`src/rtl/lsu_defs_pkg.sv`:
```
// rtl/lsu_defs_pkg.sv - shared size, exception and state codes for the load/store unit
package lsu_defs;

  localparam logic [1:0] SZ_BYTE = 2'b00;
  localparam logic [1:0] SZ_HALF = 2'b01;
  localparam logic [1:0] SZ_WORD = 2'b10;

  localparam logic [1:0] EXC_NONE       = 2'b00;
  localparam logic [1:0] EXC_LOAD_ADDR  = 2'b01;
  localparam logic [1:0] EXC_STORE_ADDR = 2'b10;
  localparam logic [1:0] EXC_TIMEOUT    = 2'b11;

  localparam logic [1:0] ST_IDLE    = 2'b00;
  localparam logic [1:0] ST_ISSUE   = 2'b01;
  localparam logic [1:0] ST_WAIT    = 2'b10;
  localparam logic [1:0] ST_DISCARD = 2'b11;

  // Size code 11 behaves exactly like a word access.
  function automatic logic misaligned(input logic [1:0] size, input logic [1:0] addr_lo);
    logic m;
    case (size)
      SZ_BYTE: m = 1'b0;
      SZ_HALF: m = addr_lo[0];
      default: m = (addr_lo != 2'b00);
    endcase
    return m;
  endfunction

endpackage

```
`src/rtl/lsu_lane.sv`:
```
// rtl/lsu_lane.sv - byte-lane steering: byte enables, store replication, load extraction/extension
module lsu_lane
  import lsu_defs::*;
(
  input  logic [1:0]  i_size,
  input  logic [1:0]  i_addr_lo,
  input  logic [31:0] i_store_data,
  input  logic [31:0] i_rdata,
  input  logic        i_sign_ext,
  output logic [3:0]  o_be,
  output logic [31:0] o_wdata,
  output logic [31:0] o_load_data
);

  logic [7:0]  w_byte;
  logic [15:0] w_half;

  assign w_byte = i_rdata[{i_addr_lo, 3'b000} +: 8];
  assign w_half = i_addr_lo[1] ? i_rdata[31:16] : i_rdata[15:0];

  always_comb begin
    o_be        = 4'b1111;
    o_wdata     = i_store_data;
    o_load_data = i_rdata;
    case (i_size)
      SZ_BYTE: begin
        o_be        = 4'b0001 << i_addr_lo;
        o_wdata     = {4{i_store_data[7:0]}};
        o_load_data = {{24{i_sign_ext & w_byte[7]}}, w_byte};
      end
      SZ_HALF: begin
        o_be        = 4'b0011 << {i_addr_lo[1], 1'b0};
        o_wdata     = {2{i_store_data[15:0]}};
        o_load_data = {{16{i_sign_ext & w_half[15]}}, w_half};
      end
      default: begin
        o_be        = 4'b1111;
        o_wdata     = i_store_data;
        o_load_data = i_rdata;
      end
    endcase
  end

endmodule

```
`src/rtl/lsu_ctrl.sv`:
```
// rtl/lsu_ctrl.sv - MEM-stage load/store sequencer with alignment check, bus timeout and flush
module lsu_ctrl
  import lsu_defs::*;
#(
  parameter int TIMEOUT_CYCLES = 255
) (
  input  logic        i_clk,
  input  logic        i_rst_n,
  input  logic        i_req_valid,
  output logic        o_req_ready,
  input  logic        i_is_store,
  input  logic [1:0]  i_size,
  input  logic        i_sign_ext,
  input  logic [31:0] i_eff_addr,
  input  logic [31:0] i_store_data,
  input  logic        i_flush,
  output logic        o_mem_valid,
  input  logic        i_mem_ready,
  output logic        o_mem_we,
  output logic [31:0] o_mem_addr,
  output logic [3:0]  o_mem_be,
  output logic [31:0] o_mem_wdata,
  input  logic        i_mem_rvalid,
  input  logic [31:0] i_mem_rdata,
  output logic        o_done,
  output logic        o_stall,
  output logic [31:0] o_load_data,
  output logic [1:0]  o_exc,
  output logic [31:0] o_bad_addr
);

  localparam int CW = $clog2(TIMEOUT_CYCLES + 1);

  logic [1:0]    r_state;
  logic          r_is_store;
  logic          r_sign_ext;
  logic          r_done;
  logic [1:0]    r_size;
  logic [1:0]    r_exc;
  logic [31:0]   r_addr;
  logic [31:0]   r_sdata;
  logic [31:0]   r_bad_addr;
  logic [31:0]   r_load_data;
  logic [CW-1:0] r_cnt;

  logic          w_ready;
  logic          w_accept;
  logic          w_issue;
  logic          w_timeout;
  logic [3:0]    w_be;
  logic [31:0]   w_wdata;
  logic [31:0]   w_ext;

  // Ready drops in the done cycle so back-to-back completions never merge into one pulse.
  assign w_ready   = (r_state == ST_IDLE) && !r_done;
  assign w_accept  = w_ready && i_req_valid && !i_flush;
  assign w_issue   = (r_state == ST_ISSUE);
  assign w_timeout = (r_cnt >= CW'(TIMEOUT_CYCLES - 1));

  lsu_lane u_lane (
    .i_size       (r_size),
    .i_addr_lo    (r_addr[1:0]),
    .i_store_data (r_sdata),
    .i_rdata      (i_mem_rdata),
    .i_sign_ext   (r_sign_ext),
    .o_be         (w_be),
    .o_wdata      (w_wdata),
    .o_load_data  (w_ext)
  );

  assign o_req_ready = w_ready;
  assign o_stall     = (r_state != ST_IDLE);
  assign o_mem_valid = w_issue;
  assign o_mem_we    = w_issue & r_is_store;
  assign o_mem_addr  = w_issue ? {r_addr[31:2], 2'b00} : 32'h0;
  assign o_mem_be    = w_issue ? w_be : 4'h0;
  assign o_mem_wdata = w_issue ? w_wdata : 32'h0;
  assign o_done      = r_done;
  assign o_load_data = r_load_data;
  assign o_exc       = r_exc;
  assign o_bad_addr  = r_bad_addr;

  always_ff @(posedge i_clk or negedge i_rst_n) begin
    if (!i_rst_n) begin
      r_state     <= ST_IDLE;
      r_is_store  <= 1'b0;
      r_sign_ext  <= 1'b0;
      r_done      <= 1'b0;
      r_size      <= 2'b00;
      r_exc       <= EXC_NONE;
      r_addr      <= 32'h0;
      r_sdata     <= 32'h0;
      r_bad_addr  <= 32'h0;
      r_load_data <= 32'h0;
      r_cnt       <= '0;
    end else begin
      r_done <= 1'b0;
      if (r_state == ST_ISSUE || r_state == ST_WAIT) begin
        if (r_cnt != CW'(TIMEOUT_CYCLES)) r_cnt <= r_cnt + CW'(1);
      end
      case (r_state)
        ST_IDLE: begin
          if (w_accept) begin
            r_is_store <= i_is_store;
            r_size     <= i_size;
            r_sign_ext <= i_sign_ext;
            r_addr     <= i_eff_addr;
            r_sdata    <= i_store_data;
            r_cnt      <= '0;
            r_exc      <= EXC_NONE;
            r_bad_addr <= 32'h0;
            if (misaligned(i_size, i_eff_addr[1:0])) begin
              r_done     <= 1'b1;
              r_exc      <= i_is_store ? EXC_STORE_ADDR : EXC_LOAD_ADDR;
              r_bad_addr <= i_eff_addr;
            end else begin
              r_state <= ST_ISSUE;
            end
          end
        end
        ST_ISSUE: begin
          // A flushed store that handshakes is already committed; a flushed load must eat its response.
          if (i_flush) begin
            r_state <= (i_mem_ready && !r_is_store) ? ST_DISCARD : ST_IDLE;
          end else if (i_mem_ready) begin
            r_state <= r_is_store ? ST_IDLE : ST_WAIT;
            r_done  <= r_is_store;
          end else if (w_timeout) begin
            r_state    <= ST_IDLE;
            r_done     <= 1'b1;
            r_exc      <= EXC_TIMEOUT;
            r_bad_addr <= r_addr;
          end
        end
        ST_WAIT: begin
          if (i_flush) begin
            r_state <= i_mem_rvalid ? ST_IDLE : ST_DISCARD;
          end else if (i_mem_rvalid) begin
            r_state     <= ST_IDLE;
            r_done      <= 1'b1;
            r_load_data <= w_ext;
          end else if (w_timeout) begin
            r_state    <= ST_DISCARD;
            r_done     <= 1'b1;
            r_exc      <= EXC_TIMEOUT;
            r_bad_addr <= r_addr;
          end
        end
        default: begin
          if (i_mem_rvalid) r_state <= ST_IDLE;
        end
      endcase
    end
  end

endmodule

```
`config.mk`:
```
export PLATFORM = sky130hd
export DESIGN_NAME = lsu_ctrl
export DESIGN_NICKNAME = d
export VERILOG_FILES = /design/src/rtl/lsu_defs_pkg.sv /design/src/rtl/lsu_lane.sv /design/src/rtl/lsu_ctrl.sv
export SDC_FILE = /design/constraint.sdc
export NUM_CORES = 1
export LEC_CHECK = 0
export ABC_AREA = 0
export BUFFER_PORTS_ARGS = -buffer_cell sky130_fd_sc_hd__buf_2
export CAP_MARGIN = 10
export CORE_MARGIN = 2
export CORE_UTILIZATION = 42
export DETAILED_ROUTE_END_ITERATION = 6
export PLACE_DENSITY = 0.7
export REMOVE_ABC_BUFFERS = 1
export SLEW_MARGIN = 40
export SYNTH_ARGS = -nofsm -noshare
export SYNTH_HDL_FRONTEND = slang
export SYNTH_SLANG_ARGS = --single-unit
```
`constraint.sdc`:
```
create_clock -name i_clk -period 2.2 [get_ports i_clk]
set_input_delay 0.44 -clock i_clk [delete_from_list [all_inputs] [get_ports i_clk]]
set_output_delay 0.44 -clock i_clk [all_outputs]
set_load 0.01 [all_outputs]
```
==> flow_summary.toml, run 1 <==
[detailed_routing]
antenna_left = 0
drtIter0Drc = 289
num_vias = 6302
route.detailed.drc = 0
drt_wl_total_um = 20800
routedWlPerCell_um = 17.4
post_drt_via_cell_ratio = 5.27
dr.pass1.iters = 5

[critical_path]
worstPathCellList = "inv_2 > ha_4 > buf_12 > a21boi_1 > buf_2"
path_depth = 5
r2r_cells = 7
crit_path_end_kind = "output pin"
rr_startpoint = "r_state[0]"
crit_type = "reg -> out"
cp_top_family = "buffers and inverters"
cp_data_required_time_ns = 1.76
worstPathMaxFanout = 22
cp.arrival_ns = 1.65
crit_start = "r_state[1]"
cp_slowest_cell = "dfrtp_1"
start_kind = "flip-flop"
cpPeakStageDelay_ns = 0.42
worst-path-buf-inv = 3

[final_layout]
multi_input_area_mm2 = 0.00390
nets = 1062
syn_to_final_growth_pct = 29.1
seq_area_mm2 = 0.00363
final_cell_area_mm2 = 0.0101
fillers = 1607
drive_gt1_share_pct = 43.5

[power]
vdd_ir_drop_max_mv = 0.704
switching_share_pct = 37.7
p_per_area_mw_per_mm2 = 1600
power.switching_w = 0.00607
combPwrFrac_pct = 50.1
p_clk_share_pct = 19.7
fin_total_pwr_w = 0.0161
power_frac_seq_pct = 30.3
power.internal_w = 0.0100
leakage_nw = 4.84

[flow_run]
cap_viol_max_count = 0

[synthesis]
syn-cell-area_mm2 = 0.00781
synth-edff-count = 0
ys_warn_count = 0
yosysMostFrequentCell = "dfrtp_1"
netlist.area_leader.share_pct = 46.5
ys_seq_elements = 145
synthDistinctLibCells = 49
yosys.area.top_type = "dfrtp_1"
syn_avg_cell_area_um2 = 10.9
ys.flop_type = "dfrtp_1"
async_flop_share_pct = 100
ys_top_cells_by_area = "dfrtp_1, mux2_2, mux2i_1"
synthCells = 715
yosysSeqAreaShare_pct = 46.5
synth_common_cells = "dfrtp_1, mux2_2, nand2_1, nor2_1, and2_1"

[timing]
period_minus_slack_ns = 2.09
setup_slack_ns = 0.112
finalSetupViolCount = 0
hold_slack_ns = 0.250
fin_skew_ns = 0.00740
hold_violations = 0
max_freq_mhz = 479
tns_ns = 0
rsz0062_at_grt = "false"
timing.final.crit_share_pct = 94.9
finalMaxSlewViolations = 0

[worst_hold_path]
worstHoldStart = "i_store_data[6]"
hold_class = "in -> reg"
whs_path_depth = 2

[place]
gp_congestion = 0.829
place_ws_ns = 0.187
portBuffers = 242
dpl_cell_area_mm2 = 0.00936
dp_hpwl_um = 14500

[grt]
gr-total-overflow = 0
antenna_found_initial = 4
grt_max_degree = 66
track_usage_pct = 21.2
grt_pass1_wl_um = 33500
grt_pass1_vias = 6318

[floorplan]
initial_utilization_pct = 43.2
placementRows = 49
ios = 245
core_mm2 = 0.0181
die_w_um = 140
die-area_mm2 = 0.0197
die_h_um = 140

[clocking]
htreeDepth = 4
clock_sinks = 145
clk_latency_ns = 0.41
clk_pin_slew_ns = 0.06
clk_path_buf_depth = 2
cts_tree = "built"
cts-root-buf = "clkbuf_16"
cts_buffers = 17

[status]
outcome = "finished, final reports clean"
[registers in the layout (all words and copies together) (netlist names), 2 cells and up]
name         count
o_bad_addr      32
o_load_data     32
r_cnt            8
r_addr          32
r_size           2
r_state          2
o_exc            2
r_sdata         32
[power groups by stage]
| stage | clock network [W] | registers, W | logic (W) |
|---|---|---|---|
| after detailed placement | 0 | 0.00488 | 0.00801 |
| after global routing | 0.00335 | 0.00506 | 0.00888 |
| after global placement | 0 | 0.00485 | 0.00789 |
| final | 0.00316 | 0.00487 | 0.00806 |
| after floorplan | 0 | 0.00516 | 0.00483 |
| after CTS | 0.00324 | 0.00486 | 0.00806 |
[repair_timing]
item | 4_1_cts | 5_1_grt
setup endpoints to repair | 18 | 49
hold endpoints to repair | 27 | 0
hold buffers | 1 | 0
buffers inserted | 0 | 0
cloned | 0 | 1
resized for setup | 8 | 6
[worst register-to-register path: cells and delay by family, from the launching register on]
family	cells	cell delay (ns)
adder cells (fa/ha/maj)	1	0.19
flip-flops	1	0.43
AND/OR/NAND/NOR	1	0.23
buffers and inverters	2	0.33
AO/OA/AOI/OAI	2	0.38
multiplexers	1	0.40
[cell type report]
cell class | instances | share of cell area [%]
multi-input combinational | 505 | 38.7
sequential | 145 | 36.0
timing repair buffer | 270 | 15.5
clock buffer | 20 | 4.63
tap | 229 | 2.84
clock inverter | 12 | 1.79
inverter | 11 | 0.410
antenna | 4 | 0.0993
[worst paths after layout]
path	end	slack, ns
min	r_sdata[6]	0.25
max	o_mem_wdata[9]	0.11
max reg2reg	o_bad_addr[1]	0.11
max in group asynchronous	r_addr[20]	1.11
min reg2reg	o_load_data[8]	0.48
min in group asynchronous	o_bad_addr[25]	0.47
[metal layers]
layer / track usage (%) / wire [um]
met1: 28.4 / 9310
met2: 33.3 / 9730
met3: 6.43 / 1570
met4: 6.70 / 172
met5: 0 / 13
[layout by cell type (no fill, tap or decap), types with 28 or more instances in the layout]
master	n
buf_2	241
nor2_1	52
o21ai_0	41
mux2_4	28
nand2_1	57
and2_1	49
mux2_2	71
a21oi_1	38
dfrtp_1	143
mux2i_1	47
[logic make-up (layout without fill, tap and decap cells)]
kind of cell,count (synthesis),count (layout),share of synthesized area [%]
fa+ha+maj,6,6,0.961
compound gates,146,146,11.9
xor+xnor,4,4,0.449
mux,154,154,24.0
other cells,1,6,0.0480
flops,145,145,46.5
buf+inv,66,313,3.91
simple gates,193,193,12.3
[through the flow]
step                      std cells  utilization [%]
final                          1196             55.7
after global placement         1158             51.7
after detailed placement       1158             51.7
after CTS                      1191             55.4
after floorplan                 661                -
after global routing           1194             55.7
No activity file was read; power rests on OpenSTA's default activity.
==> run 2: changes to the inputs <==
--- a/config.mk
+++ b/config.mk
@@ -8,10 +8,13 @@
 export ABC_AREA = 0
 export BUFFER_PORTS_ARGS = -buffer_cell sky130_fd_sc_hd__buf_2
 export CAP_MARGIN = 10
+export CORE_ASPECT_RATIO = 0.9
 export CORE_MARGIN = 2
 export CORE_UTILIZATION = 42
+export CTS_CLUSTER_DIAMETER = 30
 export DETAILED_ROUTE_END_ITERATION = 6
 export PLACE_DENSITY = 0.7
+export RECOVER_POWER = 100
 export REMOVE_ABC_BUFFERS = 1
 export SLEW_MARGIN = 40
 export SYNTH_ARGS = -nofsm -noshare
==> flow_summary.toml, run 2 (same netlist as run 1, synthesis figures left out) <==
[critical_path]
cp_data_required_time_ns = 1.76
cp.arrival_ns = 1.66
start_kind = "flip-flop"
worstPathCellList = "buf_12 > mux2i_1 > o21ai_0 > and2_0 > buf_2"
crit_type = "reg -> out"
crit_path_end_kind = "output pin"
cpPeakStageDelay_ns = 0.43
cp_slowest_cell = "dfrtp_2"
worstPathMaxFanout = 11

[timing]
finalSetupViolCount = 0
hold_violations = 0
period_minus_slack_ns = 2.10
fin_skew_ns = 0.0108
finalMaxSlewViolations = 0
hold_slack_ns = 0.250
relSlewSlack_pct = 2.98
setup_slack_ns = 0.0960
max_freq_mhz = 475
rsz0062_at_grt = "false"
tightest_slew_ns = 1.46
timing.final.crit_share_pct = 95.6

[clocking]
clk_pin_slew_ns = 0.06
clk_latency_ns = 0.42
cts-root-buf = "clkbuf_16"
cts_tree = "built"
htreeDepth = 4
clk_path_buf_depth = 2
clock_sinks = 145
cts_buffers = 17

[final_layout]
layout_common_cells = "dfrtp_1, buf_2, clkbuf_1, mux2_2, nand2_1"
syn_to_final_growth_pct = 26.8
multi_input_area_mm2 = 0.00381
final_cells = 1215
drive_gt1_share_pct = 30.3
nets = 1068
fillers = 1730
final_common_cell = "dfrtp_1"
seq_area_mm2 = 0.00363

[flow_run]
cap_viol_max_count = 0

[power]
switching_share_pct = 39.6
p_clk_share_pct = 19.2
vdd_ir_drop_max_mv = 0.901
power.internal_w = 0.00941
combPwrFrac_pct = 49.4
power_frac_seq_pct = 31.3
power.switching_w = 0.00616
p_per_area_mw_per_mm2 = 1570
leakage_nw = 4.40

[place]
portBuffers = 242
dp.cells = 1174
dp_hpwl_um = 14600
gp_congestion = 0.861
place_ws_ns = 0.138

[grt]
grt_max_degree = 63
antenna_found_initial = 2
grt_pass1_wl_um = 33600
grt_pass1_vias = 6320
track_usage_pct = 21.6
gr-total-overflow = 0

[worst_hold_path]
hold_class = "in -> reg"

[detailed_routing]
drt_wl_total_um = 21500
dr.pass1.iters = 5
route.detailed.drc = 0
num_vias = 6467
post_drt_via_cell_ratio = 5.32
drtIter0Drc = 260
antenna_left = 0
routedWlPerCell_um = 17.7

[floorplan]
placementRows = 47
initial_utilization_pct = 42.7
die_h_um = 133
die_w_um = 148
ios = 245
core_mm2 = 0.0183
die-area_mm2 = 0.0197

[status]
outcome = "finished, final reports clean"
## run 2: changes by cell type in the layout (fill, tap and decap cells not counted), moves of 10 or more
cell      before  now
and2_0         0   16
and2_1        49   33
buf_2        241  132
clkbuf_1       0  104
clkbuf_2       0   10
mux2_1         0   26
mux2_4        28    2
## run 2: path summary, 6_finish.rpt
kind	startpoint	endpoint	slack, ns	cells past startpoint
min in group asynchronous	i_rst_n	o_load_data[18]	0.90	2
setup reg to reg	r_state[0]	r_addr[7]	0.13	5
setup / recovery	r_size[0]	o_mem_wdata[30]	0.1	5
hold / removal	i_store_data[28]	r_sdata[28]	0.25	2
hold reg to reg	o_load_data[11]	o_load_data[11]	0.48	2
max in group asynchronous	i_rst_n	r_size[0]	0.31	2
## run 2: routing by layer
| layer | vias up | routed length, um | track usage (%) |
|---|---|---|---|
| li1 | 3030 | - | - |
| met1 | 3122 | 9440 | 29.0 |
| met2 | 287 | 9720 | 34.1 |
| met3 | 24 | 2020 | 6.64 |
| met4 | 4 | 288 | 5.56 |
| met5 | - | 16 | 0 |
## run 2: critical path, delay by kind of cell, from the launching register on
family | cells | cell delay, ns
and+or+nand+nor | 1 | 0.21
DFF | 1 | 0.43
AOI/OAI and AO/OA | 1 | 0.17
buffers and inverters | 2 | 0.32
muxes | 1 | 0.12
## run 2: per-stage QoR
stage	cell area, um2	util, %	setup TNS (ns)	power [W]
after floorplan	7550	-	-143.67	0.0100
after global placement	9380	51.3	0	0.0128
after detailed placement	9380	51.3	0	0.0129
after CTS	10000	54.8	0	0.0160
after global routing	9900	54.1	0	0.0167
final	9900	54.1	0	0.0156
## run 2: power groups by stage
stage / clock network, W / registers, W / logic, W
5_1_grt: 0.00320 / 0.00507 / 0.00844
2_1_floorplan: 0 / 0.00516 / 0.00483
6_report: 0.00300 / 0.00488 / 0.00770
3_3_place_gp: 0 / 0.00484 / 0.00794
4_1_cts: 0.00307 / 0.00487 / 0.00810
3_5_place_dp: 0 / 0.00488 / 0.00806
## run 2: layout make-up
cell class | count | share of cell area [%]
diodes | 2 | 0.0505
clock buffers | 19 | 4.57
clock inverters | 12 | 1.60
inverters | 11 | 0.417
multi-input cells | 505 | 38.5
flip-flops and latches | 145 | 36.7
well taps | 245 | 3.10
repair buffers | 276 | 15.1
## run 2: timing repair
action                                 CTS  global route
setup endpoints to repair               39            41
hold buffers                             1             0
endpoints found under the hold margin   31             0
setup buffers                            0             4
gates resized for setup                  6            10
cloned                                   0             3
